**src/rtl/arith_pkg.sv**
```systemverilog
// Shared arithmetic-unit definitions: serial FSM states and block-count helpers.
package arith_pkg;

    typedef enum logic [1:0] {
        IDLE,
        BUSY,
        DONE
    } state_t;

    function automatic int num_blocks(input int width, input int block_size);
        return width / block_size;
    endfunction

    // A one-block design would still need a one-bit counter to be legal.
    function automatic int cnt_width(input int width, input int block_size);
        int n;
        n = num_blocks(width, block_size);
        return (n > 1) ? $clog2(n) : 1;
    endfunction

    localparam int DEF_WIDTH      = 32;
    localparam int DEF_BLOCK_SIZE = 4;
    localparam int DEF_CNT_W      = cnt_width(DEF_WIDTH, DEF_BLOCK_SIZE);

endpackage

```
**src/rtl/block_sub_slice.sv**
```systemverilog
// Combinational BLOCK_SIZE-bit subtractor slice: diff = a - b - bin with lookahead borrow.
module block_sub_slice #(
    parameter int BLOCK_SIZE = 4
) (
    input  logic [BLOCK_SIZE-1:0] a,
    input  logic [BLOCK_SIZE-1:0] b,
    input  logic                  bin,
    output logic [BLOCK_SIZE-1:0] diff,
    output logic                  bout
);

    logic [BLOCK_SIZE-1:0] gen;
    logic [BLOCK_SIZE-1:0] prop;
    logic [BLOCK_SIZE:0]   carry;
    logic                  cin;

    // Subtraction as a + ~b + ~bin; the carry out of that sum is the inverse of the borrow.
    assign gen  = a & ~b;
    assign prop = a ^ ~b;
    assign cin  = ~bin;

    // NOTE: every variable written in always_comb gets a value on every path
    // before it is read, otherwise synthesis infers a latch.
    always_comb begin
        logic term;
        carry    = '0;
        carry[0] = cin;
        for (int i = 0; i < BLOCK_SIZE; i++) begin
            carry[i+1] = gen[i];
            term       = prop[i];
            for (int j = i - 1; j >= 0; j--) begin
                carry[i+1] = carry[i+1] | (term & gen[j]);
                term       = term & prop[j];
            end
            carry[i+1] = carry[i+1] | (term & cin);
        end
    end

    assign diff = prop ^ carry[BLOCK_SIZE-1:0];
    assign bout = ~carry[BLOCK_SIZE];

endmodule

```
**src/rtl/block_serial_subtractor.sv**
```systemverilog
// Serial subtractor: Diff = A - B - Bin, one BLOCK_SIZE slice per clock, LSB first.
// Define BLOCK_SUB_SATURATE_EN to clamp Diff to zero on unsigned underflow.
module block_serial_subtractor
    import arith_pkg::*;
#(
    parameter int WIDTH      = 32,
    parameter int BLOCK_SIZE = 4
) (
    input  logic             clk,
    input  logic             rst_n,
    input  logic             in_valid,
    output logic             in_ready,
    input  logic [WIDTH-1:0] A,
    input  logic [WIDTH-1:0] B,
    input  logic             Bin,
    output logic             out_valid,
    input  logic             out_ready,
    output logic [WIDTH-1:0] Diff,
    output logic             Bout,
    output logic             Zero
);

    localparam int NUM_BLOCKS = num_blocks(WIDTH, BLOCK_SIZE);
    localparam int CNT_W      = cnt_width(WIDTH, BLOCK_SIZE);

    if ((WIDTH % BLOCK_SIZE) != 0 || NUM_BLOCKS < 2) begin : g_bad_params
        $error("block_serial_subtractor: WIDTH must be a multiple of BLOCK_SIZE with at least two blocks");
    end

    state_t                state_q, state_d;
    logic [CNT_W-1:0]      cnt_q;
    logic                  borrow_q;
    logic [WIDTH-1:0]      a_q, b_q;
    logic [BLOCK_SIZE-1:0] res_q [NUM_BLOCKS];

    logic [BLOCK_SIZE-1:0] a_slices [NUM_BLOCKS];
    logic [BLOCK_SIZE-1:0] b_slices [NUM_BLOCKS];
    logic [BLOCK_SIZE-1:0] slice_diff;
    logic                  slice_bout;
    logic                  accept, last_slice;
    logic [WIDTH-1:0]      full_diff, final_diff;

    for (genvar k = 0; k < NUM_BLOCKS; k++) begin : g_slices
        assign a_slices[k] = a_q[k*BLOCK_SIZE +: BLOCK_SIZE];
        assign b_slices[k] = b_q[k*BLOCK_SIZE +: BLOCK_SIZE];
    end

    block_sub_slice #(.BLOCK_SIZE(BLOCK_SIZE)) u_slice (
        .a    (a_slices[cnt_q]),
        .b    (b_slices[cnt_q]),
        .bin  (borrow_q),
        .diff (slice_diff),
        .bout (slice_bout)
    );

    assign in_ready   = (state_q == IDLE);
    assign out_valid  = (state_q == DONE);
    assign accept     = in_valid && in_ready;
    assign last_slice = (state_q == BUSY) && (cnt_q == CNT_W'(NUM_BLOCKS - 1));

    // The top slice is still combinational on the last BUSY cycle; merge it in directly.
    always_comb begin
        full_diff = '0;
        for (int k = 0; k < NUM_BLOCKS; k++) begin
            full_diff[k*BLOCK_SIZE +: BLOCK_SIZE] = res_q[k];
        end
        full_diff[WIDTH-1 -: BLOCK_SIZE] = slice_diff;
`ifdef BLOCK_SUB_SATURATE_EN
        final_diff = slice_bout ? '0 : full_diff;
`else
        final_diff = full_diff;
`endif
    end

    always_comb begin
        state_d = state_q;
        case (state_q)
            IDLE:    if (accept)     state_d = BUSY;
            BUSY:    if (last_slice) state_d = DONE;
            DONE:    if (out_ready)  state_d = IDLE;
            default:                 state_d = IDLE;
        endcase
    end

    // NOTE: sequential state uses non-blocking assignments so every register
    // samples the pre-edge values, independent of statement order.
    always_ff @(posedge clk or negedge rst_n) begin
        if (!rst_n) state_q <= IDLE;
        else        state_q <= state_d;
    end

    // NOTE: the slice store is small and fully reset so an aborted operation
    // can never leak stale bits into a later result.
    always_ff @(posedge clk or negedge rst_n) begin
        if (!rst_n) begin
            cnt_q    <= '0;
            borrow_q <= 1'b0;
            a_q      <= '0;
            b_q      <= '0;
            for (int k = 0; k < NUM_BLOCKS; k++) res_q[k] <= '0;
            Diff     <= '0;
            Bout     <= 1'b0;
            Zero     <= 1'b0;
        end else if (accept) begin
            a_q      <= A;
            b_q      <= B;
            borrow_q <= Bin;
            cnt_q    <= '0;
        end else if (state_q == BUSY) begin
            res_q[cnt_q] <= slice_diff;
            borrow_q     <= slice_bout;
            cnt_q        <= cnt_q + 1'b1;
            if (last_slice) begin
                Diff <= final_diff;
                Bout <= slice_bout;
                Zero <= (final_diff == '0);
            end
        end
    end

endmodule

```
**config.mk**
```make
export PLATFORM = sky130hd
export DESIGN_NAME = block_serial_subtractor
export DESIGN_NICKNAME = d
export VERILOG_FILES = /design/src/rtl/arith_pkg.sv /design/src/rtl/block_sub_slice.sv /design/src/rtl/block_serial_subtractor.sv
export SDC_FILE = /design/constraint.sdc
export NUM_CORES = 1
export LEC_CHECK = 0
export ABC_CLOCK_PERIOD_IN_PS = 2700
export BUFFER_PORTS_ARGS = -buffer_cell sky130_fd_sc_hd__buf_2
export CAP_MARGIN = 5
export CORE_ASPECT_RATIO = 1.25
export CORE_MARGIN = 8
export CORE_UTILIZATION = 45
export DETAILED_ROUTE_END_ITERATION = 7
export HOLD_SLACK_MARGIN = 0.15
export PLACE_DENSITY = 0.73
export SYNTH_ARGS = -nofsm -noshare
export SYNTH_HDL_FRONTEND = slang
export SYNTH_SLANG_ARGS = --single-unit
```
**constraint.sdc**
```tcl
create_clock -name clk -period 2.7 [get_ports clk]
set_input_delay 0.675 -clock clk [delete_from_list [all_inputs] [get_ports clk]]
set_output_delay 0.675 -clock clk [all_outputs]
set_load 0.02 [all_outputs]
```
# Word-level counts from Yosys, hierarchy flattened
# Cells that the tools add are included.
# totals
out_inout_bits,36
regBits,136
input_bits,69
# op_classes
mux,17
add_sub_neg,1
n_lt_le_gt_ge,2
bitwise_logic,34
n_reduce_logical,9
n_eq_ne,6
# ops
operator,count
$bwmux 32,1
$logic_not 32->1,1
$bmux 4 s3,2
$mux 4,5
$and 1x1->1,16
$demux 4 s3,1
$or 1x1->1,10
$xor 4x4->4,2
$mux 2,3
$mux 3,2
$pmux 2 s3,1
$reduce_and 3->1,2
$and 4x4->4,1
$ge 4x4->1 const B,1
$lt 4x1->1 const B,1
$ne 2x1->1 const B,2
$not 3->4,1
$not 4->4,1
$add 3x1->3 const B,1
$eq 3x3->1 const B,1
$logic_and 1x1->1,3
$not 1->1,3
$eq 2x1->1 const B,1
$eq 2x2->1 const B,1
5 further kinds,6

# Depth between registers and ports, before layout
# depth
depth_word,14
depth_mapped,10
depth_no_buf,9

# Cells and area by module
# A second synthesis with hierarchy kept.
# unflattened
hier_cells,408
hier_area_um2,5819.3
# by_module_without_submodules
module,area_each_um2,n_inst,cells_per_inst
block_serial_subtractor,5616.6,1,384
block_sub_slice,202.7,1,24

# Worst setup path before layout
# OpenSTA, ideal clock, no wires.
# synth_timing
path_kind,register -> register
startpoint,reg cnt_q[1]
endpoint,reg Zero
arrival_ns,2.644
synth_period_minus_slack_ns,2.740
path_buffers,1
setup_slack_ns,-0.040
path_stages_with_launch,11
path_cell_list,dfrtp_1 -> buf_2 -> mux2_2 -> a22oi_1 -> nor2_1 -> or3_1 -> fa_1 -> nor4b_1 -> and4_1 -> nand4_1 -> o31ai_1
# synth_via
elab_chain_cells,12
word_cells_on_any_way,30
# synth_rtl
element,line_no,text
"start, declared",block_serial_subtractor.sv:31,logic [CNT_W-1:0] cnt_q;
"start signal, assigned",block_serial_subtractor.sv:112,cnt_q <= cnt_q + 1'b1;
$not 3->4 (not written as such),"block_serial_subtractor.sv:49, block_serial_subtractor.sv:50",
$bmux 4 s3,block_serial_subtractor.sv:50,".b (b_slices[cnt_q]),"
$mux 4 (not written as such) (2 in series),block_serial_subtractor.sv:50,
$not 4->4,"block_sub_slice.sv:18, block_sub_slice.sv:19",
$xor 4x4->4 / $and 4x4->4 (equally long branches),"block_sub_slice.sv:19, block_sub_slice.sv:18",
"$and 1x1->1, on equally long branches","block_sub_slice.sv:32, block_sub_slice.sv:33",
"$or 1x1->1, or another cell as far along",block_sub_slice.sv:32,carry[i+1] = carry[i+1] | (term & gen[j]);
$or 1x1->1 / $and 1x1->1 (equally long branches),"block_sub_slice.sv:32, block_sub_slice.sv:35",
$or 1x1->1,block_sub_slice.sv:35,carry[i+1] = carry[i+1] | (term & cin);
$xor 4x4->4,block_sub_slice.sv:39,assign diff = prop ^ carry[BLOCK_SIZE-1:0];
$logic_not 32->1,block_serial_subtractor.sv:116,Zero <= (final_diff == '0);
"end signal, assigned",block_serial_subtractor.sv:116,
"end, declared",block_serial_subtractor.sv:20,output logic Zero
# Several ways; a longest one is shown, not always the timed one. The select of a mux whose other input is x is not followed.
# A chain may end at the register's enable or synchronous reset.

# Worst setup path in the final report
# layout_timing
startpoint,reg cnt_q[1]
endpoint,reg res_q (netlist bit final_diff[15])
# layout_via
elab_chain_cells,12
word_cells_on_any_way,25
# layout_rtl
element,line_no,text
$not 3->4 (not written as such) *,"block_serial_subtractor.sv:49, block_serial_subtractor.sv:50, block_serial_subtractor.sv:110",
$bmux 4 s3,block_serial_subtractor.sv:50,
$mux 4 (not written as such) (2 in series),block_serial_subtractor.sv:50,
$not 4->4,"block_sub_slice.sv:18, block_sub_slice.sv:19",
$xor 4x4->4 / $and 4x4->4 (equally long branches),"block_sub_slice.sv:19, block_sub_slice.sv:18",
"$and 1x1->1, on equally long branches","block_sub_slice.sv:32, block_sub_slice.sv:33",
"$or 1x1->1, or another cell as far along",block_sub_slice.sv:32,
$or 1x1->1 / $and 1x1->1 (equally long branches),"block_sub_slice.sv:32, block_sub_slice.sv:35",
$or 1x1->1,block_sub_slice.sv:35,
$xor 4x4->4,block_sub_slice.sv:39,
$bwmux 32 *,block_serial_subtractor.sv:110,res_q[cnt_q] <= slice_diff;
"end signal, assigned by index",block_serial_subtractor.sv:110,
"end, declared",block_serial_subtractor.sv:34,logic [BLOCK_SIZE-1:0] res_q [NUM_BLOCKS];
# Mark *: on every way between the ends. The rest lies on a longest branch, timed or not. The select of a mux whose other input is x is not followed.

==> impl_metrics.ini <==
[logic_synthesis]
ys_ff_latch = 132
post_synth_mux_area_share_pct = 25.53
synth.cells.most_frequent = sky130_fd_sc_hd__dfrtp_1 (132), sky130_fd_sc_hd__mux2_2 (119), sky130_fd_sc_hd__nand2_1 (20), sky130_fd_sc_hd__o21ai_0 (16), sky130_fd_sc_hd__buf_2 (15)
synthSimpleGateAreaFrac_pct = 6.365
dominantRegCellSynth = sky130_fd_sc_hd__dfrtp_1
synth_compound_gate_area_share_pct = 6.452
synth.largest_area_cell = sky130_fd_sc_hd__dfrtp_1
synth_top_family_by_area = multiplexers
synth.net_count = 493
synth-seq-area-share_pct = 57.16
yosysUniqueCellTypes = 51
yosys-top-cells-area = sky130_fd_sc_hd__dfrtp_1 (57%), sky130_fd_sc_hd__mux2_2 (23%), sky130_fd_sc_hd__mux2i_1 (1.6%)
syn_area_um2 = 5779
synthXorXnorAreaFrac_pct = 0.4546
synth_adder_area_share_pct = 1.645
syn_avg_cell_area_um2 = 13.86
yosys_warnings = 0
post_syn_instances = 417
number_of_enable_type_register_cells_in_the_synthesized_netlist = 0
synth-async-reset-ratio_pct = 100.0
yosys.area.top_type_share_pct = 57.16
yosys.cell_count.top_type = sky130_fd_sc_hd__dfrtp_1

[placement]
placement.setup.worst_slack_ns = -0.3102
post_dp_cell_area_um2 = 6669
post-place-cells = 694
io_buffer_count = 104
dp_hpwl_mm = 10.15
gp_congestion = 0.8401

[final_layout]
n_antenna_cell = 0
synthToLayoutAreaGrowth_pct = 30.09
drive_gt1_share_pct = 57.58
stdcell_count = 729
finalInstanceArea_um2 = 7518
finalCoreUtilization_pct = 59.65
final_nets = 624
fillCellCount = 996

[routing]
drt-vias-per-instance = 5.305
drt-wirelength-per-cell_um = 19.19
detail_route.wirelength_mm = 13.99
final_routed_drc_violation_total = 0
via_count = 3867
detail_route.first_pass.iterations = 4
ant_nets = 0
initialDrtViolationCount = 159

[timing]
layout_min_cycle_time_ns = 2.707
skew_ns = 0.006537
total_of_endpoints_with_negative_setup_slack_in_the_final_report = 4
final_hold_viol_count = 0
rsz0062_at_grt = yes
fin_worst_hold_slack_ns = 0.2771
timing_worst_slew_pin_value_ns = 0.6025
drv_slew = 0
part_of_the_cycle_the_worst_path_needs_pct = 100.3
max-slew-margin-rel_pct = 59.83
final_critical_path_setup_slack_ns = -0.007236
max_freq_mhz = 369.4

[setup_path]
worst_setup_path_end_kind = flop
cp_max_fo = 5
setup.worst_path.class = reg -> reg
timing.critical_path.required_ns = 2.99
critPathLaunchType = flop
worstPathArrival_ns = 3.00

[clock_network]
cts.root.buffer_cell = sky130_fd_sc_hd__clkbuf_16
cts.sinks = 132
htreeDepth = 4
cts_made_buffers = 17
ctsHoldBuffers = 0
clock_tree.buffer_depth = 2
cts.clk_slew.worst_paths_ns = 0.06
worstSkewPairLatency_ns = 0.41
cts_tree = yes

[die]
die-height_um = 142.7
start_util_pct = 45.85
die_x_um = 117.4
io_pins = 105
core.rowCount = 46
core_area_um2 = 12600
die_area_um2 = 16750

[grt]
grt_first_pass_wirelength_mm = 22.69
grt-ovfl-total = 0
global_route.usage.met1_pct = 19.53
grt.met2_usage_pct = 29.23
grt_util_all_layers_pct = 17.21
grt.busiest_layer = met2
met3_track_utilization_from_global_routing_pct = 5.847
antenna_violations_before_repair = 0
grt_pass1_vias = 4366
largest_net_degree_at_the_start_of_global_routing = 70

[run_status]
failing_checks = negative setup slack
outcome = finished, violations left

[power]
p_leak_nw = 3.416
irDropWorstVdd_mv = 0.9340
power_density_nw_per_um2 = 1673

[flow_run]
max_cap_viol_count = 0

[hold_path]
timing.hold.worst.class = in -> async
==> worst paths after layout <==
| kind | startpoint | end | slack [ns] | cells past startpoint |
|---|---|---|---|---|
| max in group asynchronous | rst_n | Diff[4] | 1.62 | 2 |
| min in group clk | out_ready | state_q[1] | 0.47 | 2 |
| max | cnt_q[1] | final_diff[15] | -0.007 | 10 |
| max reg2reg | cnt_q[1] | final_diff[15] | -0.007 | 10 |
| min | rst_n | final_diff[9] | 0.28 | 1 |
| min reg2reg | Diff[28] | Diff[28] | 0.48 | 2 |
==> metal layers <==
metal,routed length (um),share of wire (%),vias to the layer above
met5,0,0,-
met2,7114,51,112
met4,222,1.6,0
met3,809,5.8,19
li1,-,-,1798
met1,5844,42,1938
==> power by group <==
group | internal [mW] | total, mW | switching, mW
registers | 2.98 | 3.67 | 0.681
clock network | 1.50 | 2.34 | 0.840
logic | 3.30 | 6.57 | 3.28
==> cells in the final DEF, fill, tap and decap left out, types with 3 or more instances in the layout <==
cell,netlist,routed
sky130_fd_sc_hd__o22ai_1,4,3
sky130_fd_sc_hd__ha_1,6,3
sky130_fd_sc_hd__nor2_1,9,8
sky130_fd_sc_hd__o21ai_0,16,15
sky130_fd_sc_hd__buf_2,15,103
sky130_fd_sc_hd__inv_1,5,4
sky130_fd_sc_hd__mux2_4,0,6
sky130_fd_sc_hd__nor3_1,3,3
sky130_fd_sc_hd__clkinvlp_4,0,4
sky130_fd_sc_hd__buf_12,0,5
sky130_fd_sc_hd__mux2i_1,9,8
sky130_fd_sc_hd__clkinv_2,0,3
sky130_fd_sc_hd__nand2_1,20,20
sky130_fd_sc_hd__clkbuf_16,0,17
sky130_fd_sc_hd__mux2_2,119,113
sky130_fd_sc_hd__o31ai_1,3,3
sky130_fd_sc_hd__a221oi_2,0,8
sky130_fd_sc_hd__dfrtp_1,132,131
sky130_fd_sc_hd__buf_6,1,4
sky130_fd_sc_hd__bufinv_16,0,3
sky130_fd_sc_hd__a22oi_1,7,6
sky130_fd_sc_hd__buf_4,3,21
sky130_fd_sc_hd__nor4_1,4,4
sky130_fd_sc_hd__nand3_1,6,6
==> logic make-up after synthesis <==
kind of cell	after synthesis
flip-flops	132
multiplexers	130
AND/OR/NAND/NOR	65
AO/OA/AOI/OAI	53
buffers and inverters	27
adder cells (fa/ha/maj)	7
XOR/XNOR	3
==> cell type report <==
class                      instances  area [um2]  share of cell area, %
multi-input combinational        258        2554                  33.97
clock buffer                      20       456.7                  6.074
sequential                       132        3304                  43.95
inverter                           6       22.52                 0.2996
timing repair buffer             133       818.3                  10.88
clock inverter                    12       152.6                  2.030
tap                              168       210.2                  2.796
==> per-stage QoR <==
stage               power, mW  setup TNS, ns
floorplan               6.998              0
CTS                     11.89       -0.02172
global route            13.32        -0.8765
detailed placement      8.908         -4.811
finish                  12.58       -0.01097
global placement        8.688         -3.199
==> repair_timing <==
item                       4_1_cts  5_1_grt
setup buffers                    2        1
setup endpoints to repair       24       19
gates resized for setup         25       21
pin swaps                        7        8
gates cloned                     0        0
==> flip-flops by register name (all words and copies together) (netlist names) <==
name        flops
b_q            32
Zero            1
a_q            32
final_diff     28
borrow_q        1
cnt_q           3
state_q         2
Diff           32
Bout            1
==> critical path, cell delays in order (launching register included) <==
cell and delay [ns]:
sky130_fd_sc_hd__dfrtp_2 0.47, sky130_fd_sc_hd__buf_12 0.14, sky130_fd_sc_hd__mux4_2 0.52, sky130_fd_sc_hd__mux2i_4 0.20
sky130_fd_sc_hd__inv_2 0.07, sky130_fd_sc_hd__ha_4 0.26, sky130_fd_sc_hd__nor2b_4 0.20, sky130_fd_sc_hd__o2111a_2 0.28
sky130_fd_sc_hd__a211oi_4 0.05, sky130_fd_sc_hd__buf_6 0.14, sky130_fd_sc_hd__mux2_4 0.26
(Power assumes the default switching activity.)
